$ cat src/rtl/nice_deque_engine_pkg.sv
// nice_deque_engine_pkg: opcodes, status codes and response FSM states for the deque engine.
package nice_deque_engine_pkg;
  localparam int OP_W = 3;
  localparam int STATUS_W = 2;
  typedef enum logic [OP_W-1:0] {PUSH_BACK, PUSH_FRONT, POP_FRONT, POP_BACK, GET, CLEAR} op_e;
  typedef enum logic [STATUS_W-1:0] {OK, EMPTY, FULL, OOB} status_e;
  typedef enum logic {S_IDLE, S_RESP} state_e;
endpackage

$ cat src/rtl/nice_ring_store.sv
// nice_ring_store: DEPTH x WIDTH register array, one write port, one combinational read port.
module nice_ring_store #(
  parameter int WIDTH = 32,
  parameter int DEPTH = 16,
  localparam int IDX_W = $clog2(DEPTH)
) (
  input  logic             clk,
  input  logic             we,
  input  logic [IDX_W-1:0] waddr,
  input  logic [WIDTH-1:0] wdata,
  input  logic [IDX_W-1:0] raddr,
  output logic [WIDTH-1:0] rdata
);
  logic [WIDTH-1:0] mem [DEPTH];
  always_ff @(posedge clk)
    if (we) mem[waddr] <= wdata;
  assign rdata = mem[raddr];
endmodule

$ cat src/rtl/nice_deque_engine.sv
// nice_deque_engine: double-ended queue with push/pop at both ends, indexed get, registered response.
module nice_deque_engine
  import nice_deque_engine_pkg::*;
#(
  parameter int WIDTH = 32,
  parameter int DEPTH = 16,
  localparam int IDX_W = $clog2(DEPTH),
  localparam int CNT_W = $clog2(DEPTH + 1)
) (
  input  logic                clk,
  input  logic                rst,
  input  logic                cmd_valid,
  output logic                cmd_ready,
  input  logic [OP_W-1:0]     cmd_op,
  input  logic [WIDTH-1:0]    cmd_data,
  input  logic [IDX_W-1:0]    cmd_index,
  output logic                rsp_valid,
  input  logic                rsp_ready,
  output logic [WIDTH-1:0]    rsp_data,
  output logic [STATUS_W-1:0] rsp_status,
  output logic [CNT_W-1:0]    count,
  output logic                empty,
  output logic                full
);
  state_e state, n_state;
  status_e status, n_status;
  op_e op;
  logic [IDX_W-1:0] head, n_head, waddr, raddr, cnt_i;
  logic [CNT_W-1:0] cnt, n_cnt;
  logic [WIDTH-1:0] rdata, n_data;
  logic accept, take, push, we;
  assign op = op_e'(cmd_op);
  assign rsp_valid = state == S_RESP;
  assign cmd_ready = !rsp_valid || rsp_ready;
  assign accept = cmd_valid && cmd_ready;
  assign take = rsp_valid && rsp_ready;
  assign count = cnt;
  assign empty = cnt == '0;
  assign full = cnt == CNT_W'(DEPTH);
  assign rsp_status = status;
  assign cnt_i = cnt[IDX_W-1:0];
  assign push = op == PUSH_BACK || op == PUSH_FRONT;
  assign we = accept && push && !full;
  // Addresses wrap modulo DEPTH through the natural IDX_W overflow.
  assign waddr = op == PUSH_FRONT ? head - IDX_W'(1) : head + cnt_i;
  assign raddr = op == POP_BACK ? head + cnt_i - IDX_W'(1) : op == GET ? head + cmd_index : head;
  nice_ring_store #(.WIDTH(WIDTH), .DEPTH(DEPTH)) u_store (
    .clk(clk), .we(we), .waddr(waddr), .wdata(cmd_data), .raddr(raddr), .rdata(rdata)
  );
  always_ff @(posedge clk or posedge rst)
    if (rst) state <= S_IDLE;
    else state <= n_state;
  always_comb begin
    n_state = state;
    if (accept) n_state = S_RESP;
    else if (take) n_state = S_IDLE;
  end
  always_comb begin
    n_head = head;
    n_cnt = cnt;
    n_data = '0;
    n_status = OK;
    case (op)
      PUSH_BACK, PUSH_FRONT:
        if (full) n_status = FULL;
        else begin
          n_head = op == PUSH_FRONT ? head - IDX_W'(1) : head;
          n_cnt = cnt + CNT_W'(1);
        end
      POP_FRONT, POP_BACK:
        if (empty) n_status = EMPTY;
        else begin
          n_data = rdata;
          n_head = op == POP_FRONT ? head + IDX_W'(1) : head;
          n_cnt = cnt - CNT_W'(1);
        end
      GET:
        if (CNT_W'(cmd_index) >= cnt) n_status = OOB;
        else n_data = rdata;
      CLEAR: begin
        n_head = '0;
        n_cnt = '0;
      end
      default: ;
    endcase
  end
  always_ff @(posedge clk or posedge rst)
    if (rst) begin
      head <= '0;
      cnt <= '0;
      rsp_data <= '0;
      status <= OK;
    end else if (accept) begin
      head <= n_head;
      cnt <= n_cnt;
      rsp_data <= n_data;
      status <= n_status;
    end
endmodule
$ cat config.mk
export PLATFORM = sky130hd
export DESIGN_NAME = nice_deque_engine
export DESIGN_NICKNAME = d
export VERILOG_FILES = /design/src/rtl/nice_deque_engine_pkg.sv /design/src/rtl/nice_ring_store.sv /design/src/rtl/nice_deque_engine.sv
export SDC_FILE = /design/constraint.sdc
export NUM_CORES = 1
export LEC_CHECK = 0
export ABC_AREA = 1
export CAP_MARGIN = 20
export CORE_MARGIN = 4
export CORE_UTILIZATION = 60
export CTS_CLUSTER_DIAMETER = 100
export DETAILED_ROUTE_END_ITERATION = 12
export PLACE_DENSITY_LB_ADDON = 0.05
export SYNTH_ARGS = -nofsm -noshare
export SYNTH_HDL_FRONTEND = slang
export SYNTH_SLANG_ARGS = --single-unit
$ cat constraint.sdc
create_clock -name clk -period 3.91 [get_ports clk]
set_input_delay 0.391 -clock clk [delete_from_list [all_inputs] [get_ports clk]]
set_output_delay 0.391 -clock clk [all_outputs]
set_load 0.005 [all_outputs]
Word level (Yosys, flattened, before mapping). Memories as Yosys holds them, arrays and structs flattened. Index checks and enable logic that the tools add are counted.

Memories: 1. Logic and storage cells: 62. Latch bits: 0. Output and inout bits: 43. Bits in read-only memories: 0. Register bits: 44. Input bits: 43. Bits in writable memories: 512.

Eq/ne operators: 10. Bitwise logic cells: 0. Multiply operators: 0. $lt $le $gt $ge: 1. Div/mod/pow operators: 0. Reductions and logical operators: 16. Muxes and demuxes: 22. Shifts and indexed selects: 0. Add/sub/neg operators: 7.

Memories: u_store.mem (depth 16, width 32, read ports 1, clocked after Yosys merged registers in 0, write ports 1, RTL line nice_ring_store.sv:14) `logic [WIDTH-1:0] mem [DEPTH];`.

Operators by type and width (number): 32-bit 2-to-1 mux (2); 32-bit one-hot mux with 2 select lines (1); 4-bit 2-to-1 mux (7); 5-bit one-hot mux with 3 select lines (1); 4-bit one-hot mux with 3 select lines (1); 5-bit 2-to-1 mux (2); 4-bit adder (2); 2-bit inequality test, second input constant (4); 4-bit by 1-bit subtractor with 4-bit output, second input constant (2); 3-bit by 2-bit equality test with 1-bit output, second input constant (2); 3-bit equality test, second input constant (2); 2-bit one-hot mux with 3 select lines (1); 6-bit AND reduction (1); 5-bit by 1-bit adder with 5-bit output, second input constant (1); 5-bit equality test, second input constant (1); 4-bit by 5-bit greater-or-equal comparator with 1-bit output (1); 5-bit logical NOT (1); 1-bit 2-to-1 mux (5); 5-bit by 1-bit subtractor with 5-bit output, second input constant (1); 4-bit by 1-bit adder with 4-bit output, second input constant (1); 1-bit logical AND (4); 2-bit 2-to-1 mux (2); 4-bit AND reduction (1); 2-bit OR reduction (2); other kinds (6) (8).

Longest topological paths before layout. Gate-level depths: netlist (run 1).

Word-level depth: 7. Mapped depth: 16.

Cells and area by module. A second synthesis (run 1) with hierarchy kept.

Cell total of the unflattened synthesis: 2520. Area total of the unflattened synthesis: 25030.3 um^2.

By module, submodules not included: nice_ring_store (area each 22089.9 um^2, cells an instance 2088, instances 1); nice_deque_engine (area each 2940.3 um^2, cells an instance 432, instances 1).

Worst setup path after synthesis (run 1). Ideal clock, no wire load.

Kind: register to register. Start: reg cnt[0] (netlist: count[0]). End: mem u_store.mem[12][0] (enable). Data required time: 3.489 ns. Arrival time: 3.074 ns. Cell stages (with the launch flop): 10. Path slack: 0.415 ns. Period minus slack after synthesis: 3.495 ns. Cell sequence: dfrtp_1 ha_1 fa_1 nand2_1 inv_1 nor2_1 inv_1 o21ai_0 nand2_1 nor2_1.

Word-level cells in the longest chain between the ends: 5. Elaborated cells between the ends (all ways): 7.

RTL lines: start: declaration (RTL line nice_deque_engine.sv:29) `logic [CNT_W-1:0] cnt, n_cnt;`; start signal: assignment (RTL line nice_deque_engine.sv:95) `cnt <= n_cnt;`; 5-bit equality test (RTL line nice_deque_engine.sv:39) `assign full = cnt == CNT_W'(DEPTH);`; 1-bit logical NOT (RTL line nice_deque_engine.sv:43) `assign we = accept && push && !full;`; 1-bit logical AND (RTL line nice_deque_engine.sv:43); 1-bit 2-to-1 mux (RTL line nice_ring_store.sv:16) `if (we) mem[waddr] <= wdata;`; 1-bit 2-to-1 mux (not written as such) (RTL line nice_ring_store.sv:16); end: declaration (RTL line nice_ring_store.sv:14).

Several ways; a longest one is shown, not always the timed one.

Worst setup path in the final report (run 1).
Start: reg cnt[0] (netlist: count[0]). End: reg rsp_data[3].

Word-level cells in the longest chain between the ends: 6. Elaborated cells between the ends (all ways): 9.

RTL lines: 4-bit adder (RTL line nice_deque_engine.sv:46) `assign raddr = op == POP_BACK ? head + cnt_i - IDX_W'(1) : op == GET ? head + cmd_index : head;`; 4-bit by 1-bit subtractor with 4-bit output (RTL line nice_deque_engine.sv:46); 4-bit 2-to-1 mux (RTL line nice_deque_engine.sv:46); memory read 16 x 32 bit; 32-bit 2-to-1 mux (on tied branches) (RTL line nice_deque_engine.sv:78, nice_deque_engine.sv:71); 32-bit one-hot mux with 2 select lines (*) (RTL line nice_deque_engine.sv:63) `case (op)`; end signal: assignment (RTL line nice_deque_engine.sv:96) `rsp_data <= n_data;`; end: declaration (RTL line nice_deque_engine.sv:19) `output logic [WIDTH-1:0] rsp_data,`.

Mark *: on every way between the ends. The rest lies on a longest branch, timed or not. A chain may end at the register's enable or synchronous reset.

==> qor.yml, run 1 <==
worst_setup_path:
  crit_chain: "ha_1, fa_1, inv_1, ha_1, inv_1, xor2_1, o21ai_4, buf_4, nand3_1, nand3_1, nand3_1, nand2_1"
  worstSetupEndpointType: "register"
  cp_slowest_cell: "o21ai_4"
  crit_top_cell: "nand3_1"
  reg2reg_depth: 12
  worst-setup-path-type: "register to register"
  worst_setup_path_start_kind: "register"
  crit_fanout: 23
  crit_family: "adder cells"
  r2r_slack_ps: 570
  arrival_ps: 3870
  critPathMaxStageDelay_ps: 780
  critical_path_required_ps: 4440
  r2r_end: "rsp_data[3]"
  crit_buf_inv: 3
  r2r_start: "count[0]"
sta:
  fin_skew_ps: 14.9
  holdWs_ps: 268
  fmax_mhz: 299
  rsz0062_at_grt: "false"
  period_needed_ps: 3340
  setup_viol_count_final: 0
  hold_violations: 0
  worst-slew-pin-transition_ps: 986
  slew_headroom_pct: 34.0
  finalCritPeriodShare_pct: 85.5
  fin_setup_tns_ps: 0
  drv_slew: 0
clock_tree:
  post_cts_buffers: 0
  insertion_delay_ps: 600
  cts-hold-fix-buffers: 0
  clockBufferDepth: 3
  cts_sinks: 556
  clk_pin_slew_ps: 60
  cts_tree: "done"
  cts_htree_levels: 2
  post_cts_resized: 0
  cts-root-buf: "clkbuf_16"
  cts_buffers: 55
logic_synthesis:
  ys_types: 35
  ys_warn_count: 0
  synth.area.top_cells: "edfxtp_1, nand3_1, nand2_1"
  synth_top_area_cell: "edfxtp_1"
  netlist_area_um2: 23300
  synthCells: 1970
  ys_ff_latch: 556
  syn-num-nets: 2032
  avgSynthCellArea_um2: 11.8
  synth_top_area_share_pct: 66.0
  seq_area_frac_synth_pct: 70.7
pwr:
  power_switching_mw: 6.83
  powerDensity_nw_per_um2: 707
  seq_power_share_pct: 37.5
  comb_power_share_pct: 35.4
  ir_drop_v: 0.000621
  p_leak_nw: 9.69
  switching_share_pct: 36.1
  clkPwrFrac_pct: 27.1
  internal_power_mw: 12.1
grt:
  grt_max_degree: 137
  grt_util_met2_pct: 45.4
  met1_usage_pct: 40.6
  grt_pass1_wl_um: 91400
  grt_overflow_total: 0
  grt.total_usage_pct: 28.4
  grt_pass1_vias: 15600
  antenna_found_initial: 3
  top_usage_layer: "met2"
  met3_usage_pct: 4.04
routing:
  first_pass_iters: 6
  wirelength_um: 59700
  wl_per_cell_um: 23.0
  drt_iter0_drc: 1822
  viasPerCell: 6.21
  vias: 16100
  post-route-drc-count: 0
  ant_nets: 0
min_path:
  hold_path.class: "input pin to async pin"
finish:
  layout_commonest_cell: "nand3_1"
  final_layout_size_suffix_gt1_share_pct: 8.80
  mostFrequentLayoutCells: "nand3_1, edfxtp_1, nand2_1"
  nNetsFinal: 2097
  area_growth_syn_to_layout_pct: 14.8
floorplan:
  ioPinCount: 86
  rows: 71
  dieArea_um2: 42100
  die_w_um: 205
  die_h_um: 205
  coreArea_um2: 38000
  initial_core_util_pct: 61.3
placed_design:
  dp_hpwl_um: 31700
  portBuffers: 85
  routabilityCongestion: 0.890
run:
  drv_cap: 0
run_status:
  outcome: "finished clean"
[synth_stat cells, drive strengths merged]
| master | instances |
|---|---|
| nand3b | 1 |
| o21a | 1 |
| o21ai | 15 |
| a21o | 1 |
| clkbuf | 9 |
| a21oi | 8 |
| buf | 129 |
| ha | 16 |
| or2 | 2 |
| o22ai | 3 |
| dfrtp | 44 |
| nand2 | 373 |
| o31ai | 1 |
| inv | 43 |
| fa | 3 |
| nor3 | 3 |
| a21boi | 1 |
| a22oi | 1 |
| nand3 | 762 |
| nor2 | 26 |
| xor2 | 6 |
| xnor2 | 3 |
| edfxtp | 512 |
| nand4 | 7 |
[cells by family (layout without fill, tap and decap cells)]
kind of cell	count (synthesis)	after routing	synth area share, %
AND/OR/NAND/NOR	1174	1174	23.4
flip-flops	556	556	70.7
buffers and inverters	181	291	3.72
AO/OA/AOI/OAI	31	31	0.752
adder cells (fa/ha/maj)	19	19	1.12
XOR/XNOR	9	9	0.338
other	0	2	0
[cell type report]
| class | instances | area, um^2 |
|---|---|---|
| repair buffers | 146 | 1560 |
| diodes | 2 | 5.00 |
| fillers | 2727 | 11300 |
| clock inverters | 24 | 206 |
| clock buffers | 78 | 1560 |
| multi-input cells | 1233 | 6130 |
| inverters | 43 | 169 |
| flip-flops and latches | 556 | 16500 |
| well taps | 511 | 639 |
[flip-flops by register name, indices dropped and copies added, names as in the netlist]
signal	cells
rsp_data	32
rsp_valid	1
head	4
u_store.mem	512
rsp_status	2
count	5
[power groups by stage]
stage | registers, mW | logic [mW] | clock network [mW]
finish | 7.09 | 6.69 | 5.13
global route | 7.12 | 7.35 | 5.44
CTS | 7.08 | 6.67 | 5.20
detailed placement | 7.20 | 6.62 | 0
global placement | 7.20 | 6.51 | 0
floorplan | 7.17 | 4.34 | 0
[how the worst max path moves through the flow]
stage	start	to	slack, ps	depth (start not counted)
3_3_place_gp	cmd_op[1]	u_store.mem[7][10]	400	9
6_report	count[0]	rsp_data[3]	570	12
3_5_place_dp	cmd_op[1]	u_store.mem[7][10]	370	9
4_1_cts	head[0]	rsp_data[3]	570	12
2_1_floorplan	count[0]	u_store.mem[12][0]	410	9
5_1_grt	count[0]	rsp_data[3]	430	12
[through the flow]
| step | util, % | setup slack, ps | cell area [um^2] | instances | power [mW] |
|---|---|---|---|---|---|
| final | 70.4 | 566 | 26800 | 2593 | 18.9 |
| after global routing | 70.4 | 425 | 26700 | 2592 | 19.9 |
| after CTS | 70.3 | 574 | 26700 | 2591 | 19.0 |
| after detailed placement | 65.7 | 368 | 25000 | 2489 | 13.8 |
| after global placement | 65.7 | 404 | 25000 | 2489 | 13.7 |
| after floorplan | - | 415 | 23300 | 1970 | 11.5 |
[routing by layer]
layer,vias up,wire (um)
met1,7873,24100
met5,-,13
met4,2,1730
met2,796,28600
met3,126,5260
li1,7297,-
Power figures use the tool's default switching activity.
==> inputs of run 2 (changes only) <==
--- a/config.mk
+++ b/config.mk
@@ -7,11 +7,14 @@
 export LEC_CHECK = 0
 export ABC_AREA = 1
 export CAP_MARGIN = 20
+export CELL_PAD_IN_SITES_DETAIL_PLACEMENT = 0
+export CELL_PAD_IN_SITES_GLOBAL_PLACEMENT = 1
 export CORE_MARGIN = 4
-export CORE_UTILIZATION = 60
+export CORE_UTILIZATION = 50
 export CTS_CLUSTER_DIAMETER = 100
 export DETAILED_ROUTE_END_ITERATION = 12
 export PLACE_DENSITY_LB_ADDON = 0.05
+export SLEW_MARGIN = 25
 export SYNTH_ARGS = -nofsm -noshare
 export SYNTH_HDL_FRONTEND = slang
 export SYNTH_SLANG_ARGS = --single-unit
==> qor.yml, run 2 (synthesis results as in run 1) <==
run_status:
  outcome: "finished clean"
placed_design:
  routabilityCongestion: 0.807
  dp_hpwl_um: 34300
  portBuffers: 85
sta:
  holdWs_ps: 153
  finalCritPeriodShare_pct: 84.0
  fin_setup_tns_ps: 0
  drv_slew: 0
  period_needed_ps: 3280
  slew_headroom_pct: 41.2
  worst-slew-pin-transition_ps: 882
  fin_skew_ps: 15.4
  fmax_mhz: 305
  setup_viol_count_final: 0
  hold_violations: 0
  rsz0062_at_grt: "false"
floorplan:
  initial_core_util_pct: 50.9
  rows: 78
  die_h_um: 224
  ioPinCount: 86
  coreArea_um2: 45800
  die_w_um: 224
  dieArea_um2: 50100
routing:
  post-route-drc-count: 0
  wirelength_um: 65100
  viasPerCell: 5.98
  drt_iter0_drc: 1493
  vias: 16100
  wl_per_cell_um: 24.2
  first_pass_iters: 8
  ant_nets: 0
finish:
  n_antenna_cell: 0
  mostFrequentLayoutCells: "nand3_1, edfxtp_1, nand2_1"
  nNetsFinal: 2105
  largest-register: "u_store.mem"
  area_growth_syn_to_layout_pct: 16.4
  final_layout_size_suffix_gt1_share_pct: 8.96
  largest_reg_flops: 512
  layout_commonest_cell: "nand3_1"
worst_setup_path:
  worst_setup_path_start_kind: "register"
  crit_fanout: 21
  arrival_ps: 3810
  worstSetupEndpointType: "register"
  worst-setup-path-type: "register to register"
  critical_path_required_ps: 4430
clock_tree:
  clk_pin_slew_ps: 60
  cts-root-buf: "clkbuf_16"
  post_cts_buffers: 0
  cts-hold-fix-buffers: 0
  clockBufferDepth: 3
  insertion_delay_ps: 600
  cts_tree: "done"
  cts_htree_levels: 2
  cts_buffers: 57
  cts_sinks: 556
  post_cts_resized: 0
pwr:
  ir_drop_v: 0.000551
  powerDensity_nw_per_um2: 715
  p_leak_nw: 9.80
grt:
  grt_pass1_vias: 15500
  antenna_found_initial: 2
  grt.total_usage_pct: 25.7
  grt_pass1_wl_um: 98300
  grt_overflow_total: 0
  grt_max_degree: 144
run:
  drv_cap: 0
min_path:
  hold_path.class: "input pin to async pin"
==> run 2: cell count changes in the layout (fill, tap and decap cells not counted), moves of 2 or more <==
cell / change
buf_12: +13
buf_4: -7
clkbuf_1: +7
clkbuf_16: +2
clkinv_1: -3
clkinvlp_4: -3
diode_2: -2
inv_6: -2
==> run 2: final cells by class <==
| cell class | count | area [um^2] |
|---|---|---|
| clock buffers | 86 | 1630 |
| well taps | 600 | 751 |
| fillers | 3708 | 18600 |
| repair buffers | 152 | 1770 |
| multi-input cells | 1233 | 6140 |
| inverters | 43 | 169 |
| clock inverters | 18 | 209 |
| flip-flops and latches | 556 | 16500 |
==> run 2: path summary, 6_finish.rpt <==
path                              start             to  slack, ps  cells past startpoint
max                            count[0]    rsp_data[0]        630                     13
min                                 rst  rsp_status[1]        150                      2
max reg2reg                    count[0]    rsp_data[0]        630                     13
min reg2reg                rsp_data[16]   rsp_data[16]        480                      2
max in group asynchronous           rst    rsp_data[4]       2780                      3
min in group clk              rsp_ready      rsp_valid        440                      4
==> run 2: worst max-delay path, cell delays in order (launching register included) <==
cell and delay, ps:
dfrtp_1 480, ha_1 270, fa_1 540, inv_1 80, ha_1 190, inv_1 60, xor2_1 290, nand2_1 150
nand2_4 350, buf_4 350, nand3_1 110, nand3_1 90, nand3_1 120, nand2_1 120
==> run 2: metal layers <==
layer	track usage (%)	wire length (um)
met1	38.1	28400
met2	39.8	30100
met5	0	32
met4	6.52	1420
met3	4.55	5090
==> run 2: report_power, final <==
group          leakage [nW]  internal (mW)  switching, mW  total (mW)
clock                 0.900           3.13           2.23        5.36
combinational          3.72           2.33           4.61        6.93
sequential             5.19           6.87          0.233        7.11
==> run 2: through the flow <==
| stage | power, mW | util, % | instances | area (um^2) | worst slack [ps] |
|---|---|---|---|---|---|
| after floorplan | 11.5 | - | 1970 | 23300 | 415 |
| after global placement | 14.1 | 55.3 | 2584 | 25300 | 519 |
| after detailed placement | 14.2 | 55.3 | 2584 | 25300 | 488 |
| after CTS | 19.5 | 59.3 | 2688 | 27100 | 631 |
| after global routing | 20.5 | 59.3 | 2688 | 27100 | 462 |
| final | 19.4 | 59.3 | 2688 | 27100 | 627 |
